File: src/rtl/csr_intr_unit_if.sv
// Bus between the control FSM / datapath and the machine-mode CSR + interrupt unit.
// master = control side, slave = csr_intr_unit.
interface csr_intr_unit_if;
  logic        int_in;
  logic        csr_we;
  logic [11:0] csr_addr;
  logic [31:0] csr_wd;
  logic [31:0] csr_rd;
  logic        int_taken;
  logic        mret_exec;
  logic [31:0] pc;
  logic [31:0] mtvec;
  logic [31:0] mepc;
  logic        mie;
  logic        intr_req;

  modport master (
    output int_in, csr_we, csr_addr, csr_wd, int_taken, mret_exec, pc,
    input  csr_rd, mtvec, mepc, mie, intr_req
  );

  modport slave (
    input  int_in, csr_we, csr_addr, csr_wd, int_taken, mret_exec, pc,
    output csr_rd, mtvec, mepc, mie, intr_req
  );
endinterface

File: src/rtl/csr_intr_unit.sv
// Machine-mode CSRs (mstatus/mtvec/mepc/mcause) and external interrupt capture.
// Optional 64-bit mcycle counter at 0xB00/0xB80 when CSR_MCYCLE_EN is defined.
module csr_intr_unit #(
  parameter logic [31:0] MTVEC_RESET = 32'h0000_0000,
  parameter int          SYNC_STAGES = 2,
  parameter logic [31:0] MCAUSE_EXT  = 32'h8000_000B
) (
  input  logic          clk,
  input  logic          rst,
  csr_intr_unit_if.slave bus
);

  localparam logic [11:0] A_MSTATUS = 12'h300;
  localparam logic [11:0] A_MTVEC   = 12'h305;
  localparam logic [11:0] A_MEPC    = 12'h341;
  localparam logic [11:0] A_MCAUSE  = 12'h342;
  localparam logic [11:0] A_MCYCLE  = 12'hB00;
  localparam logic [11:0] A_MCYCLEH = 12'hB80;

  logic [SYNC_STAGES-1:0] sync_q, sync_d;
  logic                   s_d_q, s_d_d;
  logic                   pending_q, pending_d;
  logic                   mie_q, mie_d;
  logic                   mpie_q, mpie_d;
  logic [31:0]            mtvec_q, mtvec_d;
  logic [31:0]            mepc_q, mepc_d;
  logic [31:0]            mcause_q, mcause_d;
  logic                   s, rise;
  logic                   wr_mstatus, wr_mtvec, wr_mepc;

  assign s          = sync_q[SYNC_STAGES-1];
  assign rise       = s & ~s_d_q;
  assign wr_mstatus = bus.csr_we && (bus.csr_addr == A_MSTATUS);
  assign wr_mtvec   = bus.csr_we && (bus.csr_addr == A_MTVEC);
  assign wr_mepc    = bus.csr_we && (bus.csr_addr == A_MEPC);

  always_comb begin
    sync_d    = {sync_q[SYNC_STAGES-2:0], bus.int_in};
    s_d_d     = s;
    // A rise coinciding with trap entry must survive the clear.
    pending_d = bus.int_taken ? rise : (pending_q | rise);
    mie_d     = mie_q;
    mpie_d    = mpie_q;
    mepc_d    = mepc_q;
    mcause_d  = mcause_q;
    mtvec_d   = wr_mtvec ? {bus.csr_wd[31:2], 2'b00} : mtvec_q;
    if (bus.int_taken) begin
      mpie_d   = mie_q;
      mie_d    = 1'b0;
      mepc_d   = {bus.pc[31:2], 2'b00};
      mcause_d = MCAUSE_EXT;
    end else begin
      if (bus.mret_exec) begin
        mie_d  = mpie_q;
        mpie_d = 1'b1;
      end else if (wr_mstatus) begin
        mie_d  = bus.csr_wd[3];
        mpie_d = bus.csr_wd[7];
      end
      if (wr_mepc) mepc_d = {bus.csr_wd[31:2], 2'b00};
    end
  end

  always_ff @(posedge clk or posedge rst) begin
    if (rst) begin
      sync_q    <= '0;
      s_d_q     <= 1'b0;
      pending_q <= 1'b0;
      mie_q     <= 1'b0;
      mpie_q    <= 1'b0;
      mtvec_q   <= MTVEC_RESET;
      mepc_q    <= '0;
      mcause_q  <= '0;
    end else begin
      sync_q    <= sync_d;
      s_d_q     <= s_d_d;
      pending_q <= pending_d;
      mie_q     <= mie_d;
      mpie_q    <= mpie_d;
      mtvec_q   <= mtvec_d;
      mepc_q    <= mepc_d;
      mcause_q  <= mcause_d;
    end
  end

`ifdef CSR_MCYCLE_EN
  logic [63:0] mcycle_q, mcycle_d;

  // Writing one half suppresses the increment, so no carry crosses halves that cycle.
  always_comb begin
    mcycle_d = mcycle_q + 64'd1;
    if (bus.csr_we && bus.csr_addr == A_MCYCLE)  mcycle_d = {mcycle_q[63:32], bus.csr_wd};
    if (bus.csr_we && bus.csr_addr == A_MCYCLEH) mcycle_d = {bus.csr_wd, mcycle_q[31:0]};
  end

  always_ff @(posedge clk or posedge rst) begin
    if (rst) mcycle_q <= '0;
    else     mcycle_q <= mcycle_d;
  end
`endif

  always_comb begin
    bus.csr_rd = '0;
    case (bus.csr_addr)
      A_MSTATUS: bus.csr_rd = {24'd0, mpie_q, 3'd0, mie_q, 3'd0};
      A_MTVEC:   bus.csr_rd = mtvec_q;
      A_MEPC:    bus.csr_rd = mepc_q;
      A_MCAUSE:  bus.csr_rd = mcause_q;
`ifdef CSR_MCYCLE_EN
      A_MCYCLE:  bus.csr_rd = mcycle_q[31:0];
      A_MCYCLEH: bus.csr_rd = mcycle_q[63:32];
`endif
      default:   bus.csr_rd = '0;
    endcase
  end

  assign bus.mtvec    = mtvec_q;
  assign bus.mepc     = mepc_q;
  assign bus.mie      = mie_q;
  assign bus.intr_req = pending_q & mie_q;

endmodule

File: src/flat_wrapper.sv
// flat-port wrapper written by rule: the top's interface ports become plain ports
module csr_intr_unit_flat 
#(
  parameter logic [31:0] MTVEC_RESET = 32'h0000_0000,
  parameter int          SYNC_STAGES = 2,
  parameter logic [31:0] MCAUSE_EXT  = 32'h8000_000B
)
  (clk, rst, bus_int_in, bus_csr_we, bus_csr_addr, bus_csr_wd, bus_int_taken, bus_mret_exec, bus_pc, bus_csr_rd, bus_mtvec, bus_mepc, bus_mie, bus_intr_req);
  csr_intr_unit_if bus_i ();
  input  logic clk;
  input  logic rst;
  input wire logic [$bits(bus_i.int_in)-1:0] bus_int_in;
  input wire logic [$bits(bus_i.csr_we)-1:0] bus_csr_we;
  input wire logic [$bits(bus_i.csr_addr)-1:0] bus_csr_addr;
  input wire logic [$bits(bus_i.csr_wd)-1:0] bus_csr_wd;
  input wire logic [$bits(bus_i.int_taken)-1:0] bus_int_taken;
  input wire logic [$bits(bus_i.mret_exec)-1:0] bus_mret_exec;
  input wire logic [$bits(bus_i.pc)-1:0] bus_pc;
  output wire logic [$bits(bus_i.csr_rd)-1:0] bus_csr_rd;
  output wire logic [$bits(bus_i.mtvec)-1:0] bus_mtvec;
  output wire logic [$bits(bus_i.mepc)-1:0] bus_mepc;
  output wire logic [$bits(bus_i.mie)-1:0] bus_mie;
  output wire logic [$bits(bus_i.intr_req)-1:0] bus_intr_req;
  assign bus_i.int_in = bus_int_in;
  assign bus_i.csr_we = bus_csr_we;
  assign bus_i.csr_addr = bus_csr_addr;
  assign bus_i.csr_wd = bus_csr_wd;
  assign bus_i.int_taken = bus_int_taken;
  assign bus_i.mret_exec = bus_mret_exec;
  assign bus_i.pc = bus_pc;
  assign bus_csr_rd = bus_i.csr_rd;
  assign bus_mtvec = bus_i.mtvec;
  assign bus_mepc = bus_i.mepc;
  assign bus_mie = bus_i.mie;
  assign bus_intr_req = bus_i.intr_req;
  csr_intr_unit #(.MTVEC_RESET(MTVEC_RESET), .SYNC_STAGES(SYNC_STAGES), .MCAUSE_EXT(MCAUSE_EXT)) u_core (.clk(clk), .rst(rst), .bus(bus_i));
endmodule
File: config.mk
export PLATFORM = sky130hd
export DESIGN_NAME = csr_intr_unit_flat
export DESIGN_NICKNAME = d
export VERILOG_FILES = /design/src/rtl/csr_intr_unit_if.sv /design/src/rtl/csr_intr_unit.sv /design/src/flat_wrapper.sv
export SDC_FILE = /design/constraint.sdc
export NUM_CORES = 1
export LEC_CHECK = 0
export BUFFER_PORTS_ARGS = -buffer_cell sky130_fd_sc_hd__buf_2
export CAP_MARGIN = 10
export CELL_PAD_IN_SITES_DETAIL_PLACEMENT = 1
export CELL_PAD_IN_SITES_GLOBAL_PLACEMENT = 2
export CORE_ASPECT_RATIO = 2
export CORE_MARGIN = 4
export CORE_UTILIZATION = 26
export DETAILED_ROUTE_END_ITERATION = 8
export GPL_ROUTABILITY_DRIVEN = 0
export PLACE_DENSITY_LB_ADDON = 0.3
export SYNTH_ARGS = -nofsm -noshare
export SYNTH_HDL_FRONTEND = slang
export SYNTH_SLANG_ARGS = --single-unit
export TNS_END_PERCENT = 10
File: constraint.sdc
create_clock -name clk -period 2.2 [get_ports clk]
set_input_delay 0 -clock clk [delete_from_list [all_inputs] [get_ports clk]]
set_output_delay 0 -clock clk [all_outputs]
set_load 0.02 [all_outputs]
* Yosys cells after proc, flatten, opt, wreduce, memory -nomap -nowiden
Cells that the tools add are included.
** Word-level totals
- Register bits after elaboration :: 69
- Input bits :: 82
- Output and inout port bits :: 98
- Word-level logic and storage cells :: 31
** Operators by class
- Eq/ne operators :: 4
- Muxes and demuxes :: 10
- Bitwise operators :: 4
- Reductions and logical operators :: 5
** Operators by type and width (number)
- $pmux W32 S4 :: 1
- $mux W32 :: 2
- $eq A12 B10 Y1 const B :: 4
- $mux W1 :: 7
- $logic_and A1 B1 Y1 :: 3
- $reduce_bool A3 Y1 :: 1
- $and A1 B1 Y1 :: 2
- $reduce_bool A2 Y1 :: 1
- $not A1 Y1 :: 1
- $or A1 B1 Y1 :: 1

* Depth between registers and ports, before layout
- Word-level depth :: 5
- Depth in mapped cells :: 6
- Gate-level depth less buffers :: 4

* Worst setup path after synthesis
Ideal clock, no wire load.
- Path kind :: register to output
- From :: register, netlist name u_core.mcause_q[0]
- To :: output bus_csr_rd[31]
- Arrival :: 1364 ps
- Data required time :: 2200 ps
- Setup slack :: 836 ps
- Cell stages (with the launch flop) :: 5
- Path buffers :: 0
- Path through :: dfrtp_1 > nand4b_1 > or3_1 > nor2_1 > a221o_1
** On the way
- Word-level cells in the longest chain between the ends :: 1
** Ends and longest elaborated chain
- $pmux W32 S4 :: line csr_intr_unit.sv:104 : case (bus.csr_addr)
- end: declaration :: line flat_wrapper.sv:19 : output wire logic [$bits(bus_i.csr_rd)-1:0] bus_csr_rd;
No other way between the ends.

* Worst setup path in the final report
- From :: input bus_int_taken
- To :: register u_core.mepc_q[22] (netlist: u_core.bus.mepc[22])
** On the way
- Word-level cells in the longest chain between the ends :: 1
- Elaborated cells on any way between the ends :: 2
- Classes of those cells :: mux (1); reduce/logical (1)
** Ends and longest elaborated chain
- start: declaration :: line flat_wrapper.sv:16 : input wire logic [$bits(bus_i.int_taken)-1:0] bus_int_taken;
- $mux W32 / $reduce_bool A2 Y1 (equally long branches)
- end signal: assignment :: line csr_intr_unit.sv:81 : mepc_q <= mepc_d;
- end: declaration :: line csr_intr_unit.sv:26 : logic [31:0] mepc_q, mepc_d;
Parallel ways exist; a longest one is shown, timed or not.
A chain may end at the register's enable or synchronous reset.

==> impl_metrics.env <==
export IMPL_slew_headroom=0.464
export IMPL_clk_path_buf_depth=2
export IMPL_wl_per_cell_um=17.3
export IMPL_yosysSeqAreaShare=0.509
export IMPL_portBuffers=171
export IMPL_switchingPower_w=0.000805
export IMPL_clk_latency_ns=0.33
export IMPL_syn_inst=275
export IMPL_cp_cell_sequence="dlygate4sd3_1, buf_2, inv_2, buf_4, nor2_1, a21oi_1, dlygate4sd3_1"
export IMPL_combPwrFrac=0.148
export IMPL_hp_class="in -> reg"
export IMPL_synthTopCellsByArea="dfrtp_1, mux2_2, mux2i_1"
export IMPL_cpMostUsedCell="dlygate4sd3_1"
export IMPL_wirelength_mm=11.6
export IMPL_vias=3140
export IMPL_p_seq_frac=0.415
export IMPL_worstPathRequired_ns=2.46
export IMPL_num_antenna_cells=0
export IMPL_avgSynthCellArea_um2=12.0
export IMPL_power_density_mw_per_mm2=616
export IMPL_ant_nets=0
export IMPL_arrival_ns=2.19
export IMPL_drc=0
export IMPL_grt_usage=0.163
export IMPL_die_h_um=167
export IMPL_vias_per_cell=4.68
export IMPL_power_share_switching=0.249
export IMPL_critPathMaxFanout=31
export IMPL_cts_tree="yes"
export IMPL_ios=180
export IMPL_yosys_warnings=0
export IMPL_min_period_over_period=0.879
export IMPL_synth_top_cell_by_area="dfrtp_1"
export IMPL_htree_num_levels=3
export IMPL_max_vdd_ir_drop_mv=0.331
export IMPL_fin_crit_ns=1.93
export IMPL_grt_pass1_wl_mm=18.3
export IMPL_worst_pin_slew_ns=0.803
export IMPL_root_buffer="clkbuf_16"
export IMPL_fin_skew_ns=0.00491
export IMPL_most_common_layout_cells="buf_2, dlygate4sd3_1, dfrtp_1"
export IMPL_clkTransAtPathRegs_ns=0.05
export IMPL_drive_above_1_share=0.443
export IMPL_critPathKind="in -> reg"
export IMPL_nets=601
export IMPL_cts_setup_buffers=0
export IMPL_setup_violations_final=0
export IMPL_p_leak_nw=2.87
export IMPL_area_growth_pct=59.9
export IMPL_status="completed"
export IMPL_pwr_share_clk=0.437
export IMPL_cts_buffers=9
export IMPL_die_x_um=87.6
export IMPL_final_common_cell="buf_2"
export IMPL_syn_area_mm2=0.00329
export IMPL_ys_types=36
export IMPL_die_area_mm2=0.0146
export IMPL_critPathMaxStageDelay_ns=0.56
export IMPL_row_count=57
export IMPL_setup_tns_ns=0
export IMPL_hold_viol=0
export IMPL_grt_max_degree=37
export IMPL_hpwlAfterDp_mm=8.63
export IMPL_cap_violations=0
export IMPL_rsz0062_at_grt="false"
export IMPL_drt_first_pass_iters=4
export IMPL_synth_seq_cells=67
export IMPL_grt_antenna_before_repair=0
export IMPL_drtIter0Drc=64
export IMPL_cts_sinks=67
export IMPL_grt_pass1_vias=3515
export IMPL_yosys_area_top_type_share=0.509
export IMPL_final_max_slew_viol_count=0
export IMPL_end_kind="flop"
export IMPL_cp_slowest_cell="dlygate4sd3_1"
export IMPL_timing_fmax_mhz=517
export IMPL_cellInternalPower_w=0.00244
export IMPL_overflow=0
export IMPL_startpoint_type="primary input"
export IMPL_coreArea_mm2=0.0123
export IMPL_whs_ns=0.312
export IMPL_critPathBufInv=5
export IMPL_start_util=0.268
export IMPL_crit_family="buffers and inverters"
## final cells by class
type | count | area [um2]
multi-input cells | 184 | 1430
inverters | 4 | 15.0
well taps | 147 | 184
clock buffers | 12 | 246
repair buffers | 253 | 1670
fillers | 1425 | 7000
clock inverters | 4 | 50.0
flip-flops and latches | 67 | 1680
## per-stage QoR
stage | area (um2) | util | power (W) | instances | setup WS [ns]
global placement | 4240 | 0.345 | 0.00173 | 582 | 0.574
global route | 5270 | 0.429 | 0.00339 | 671 | 0.102
finish | 5270 | 0.429 | 0.00324 | 671 | 0.267
CTS | 5270 | 0.429 | 0.00329 | 671 | 0.266
floorplan | 3300 | - | 0.00155 | 278 | 0.517
detailed placement | 4240 | 0.345 | 0.00174 | 582 | 0.572
## registers in the layout, indices dropped and copies added (netlist names)
name / flops
u_core.mpie_q: 1
u_core.pending_q: 1
u_core.bus.mie: 1
u_core.bus.mtvec: 30
u_core.sync_q: 2
u_core.bus.mepc: 30
u_core.mcause_q: 1
u_core.s_d_q: 1
## worst paths after layout
| path | startpoint | endpoint | slack (ns) | cells past startpoint |
|---|---|---|---|---|
| max | bus_int_taken | u_core.bus.mepc[22] | 0.27 | 7 |
| min | bus_csr_addr[7] | u_core.mpie_q | 0.31 | 5 |
| max reg2reg | u_core.bus.mie | u_core.bus.mie | 0.84 | 3 |
| min reg2reg | u_core.sync_q[0] | u_core.sync_q[1] | 0.35 | 0 |
| max in group asynchronous | rst | u_core.bus.mtvec[8] | 1.12 | 4 |
| min in group asynchronous | rst | u_core.bus.mepc[5] | 0.41 | 3 |
## Yosys cell counts
library cell	n
a211oi_1	1
a21oi_1	31
a221o_1	1
a22o_1	29
a22oi_1	1
a31oi_1	1
a32oi_1	1
and2_1	2
and3_1	1
and3_4	1
and4_1	1
and4bb_1	1
buf_2	1
buf_4	6
buf_6	10
clkbuf_1	6
conb_1	1
dfrtp_1	67
inv_1	3
inv_2	1
mux2_1	1
mux2_2	29
mux2i_1	32
nand2_1	2
nand2_2	1
nand4_1	1
nand4_2	1
nand4b_1	1
nor2_1	34
nor3_1	1
nor3_4	1
nor4_4	1
nor4b_4	1
o21ai_0	1
or2_2	1
or3_1	1
## worst reg2reg max path, cell delays in order, from the launching register on
cell	delay, ns
dfrtp_1	0.41
mux2i_1	0.10
a211oi_1	0.22
dlygate4sd3_1	0.57
## layer usage
| layer | track usage | vias to the layer above | wire, um |
|---|---|---|---|
| li1 | - | 1485 | - |
| met1 | 0.159 | 1554 | 3770 |
| met2 | 0.324 | 90 | 7040 |
| met3 | 0.0236 | 11 | 560 |
| met4 | 0.0641 | 0 | 231 |
| met5 | 0 | - | 0 |
## kinds of logic (layout without fill, tap and decap cells)
logic type	Yosys count	after routing	synth area share
buffers and inverters	27	273	0.0608
flip-flops	67	67	0.509
AO/OA/AOI/OAI	66	66	0.138
AND/OR/NAND/NOR	52	52	0.0908
multiplexers	62	62	0.200
other	1	4	0.00114
## power groups by stage
stage / clock network, W / registers, W / logic (W)
floorplan: 0 / 0.00142 / 0.000130
global placement: 0 / 0.00136 / 0.000362
detailed placement: 0 / 0.00137 / 0.000371
CTS: 0.00146 / 0.00135 / 0.000485
global route: 0.00151 / 0.00135 / 0.000525
finish: 0.00142 / 0.00134 / 0.000479
## repair_timing
item                      4_1_cts  5_1_grt
gates resized for setup         0        0
hold buffers                   73        0
hold endpoints to repair       99        0
Note: power is estimated with default switching activity, not from simulation.
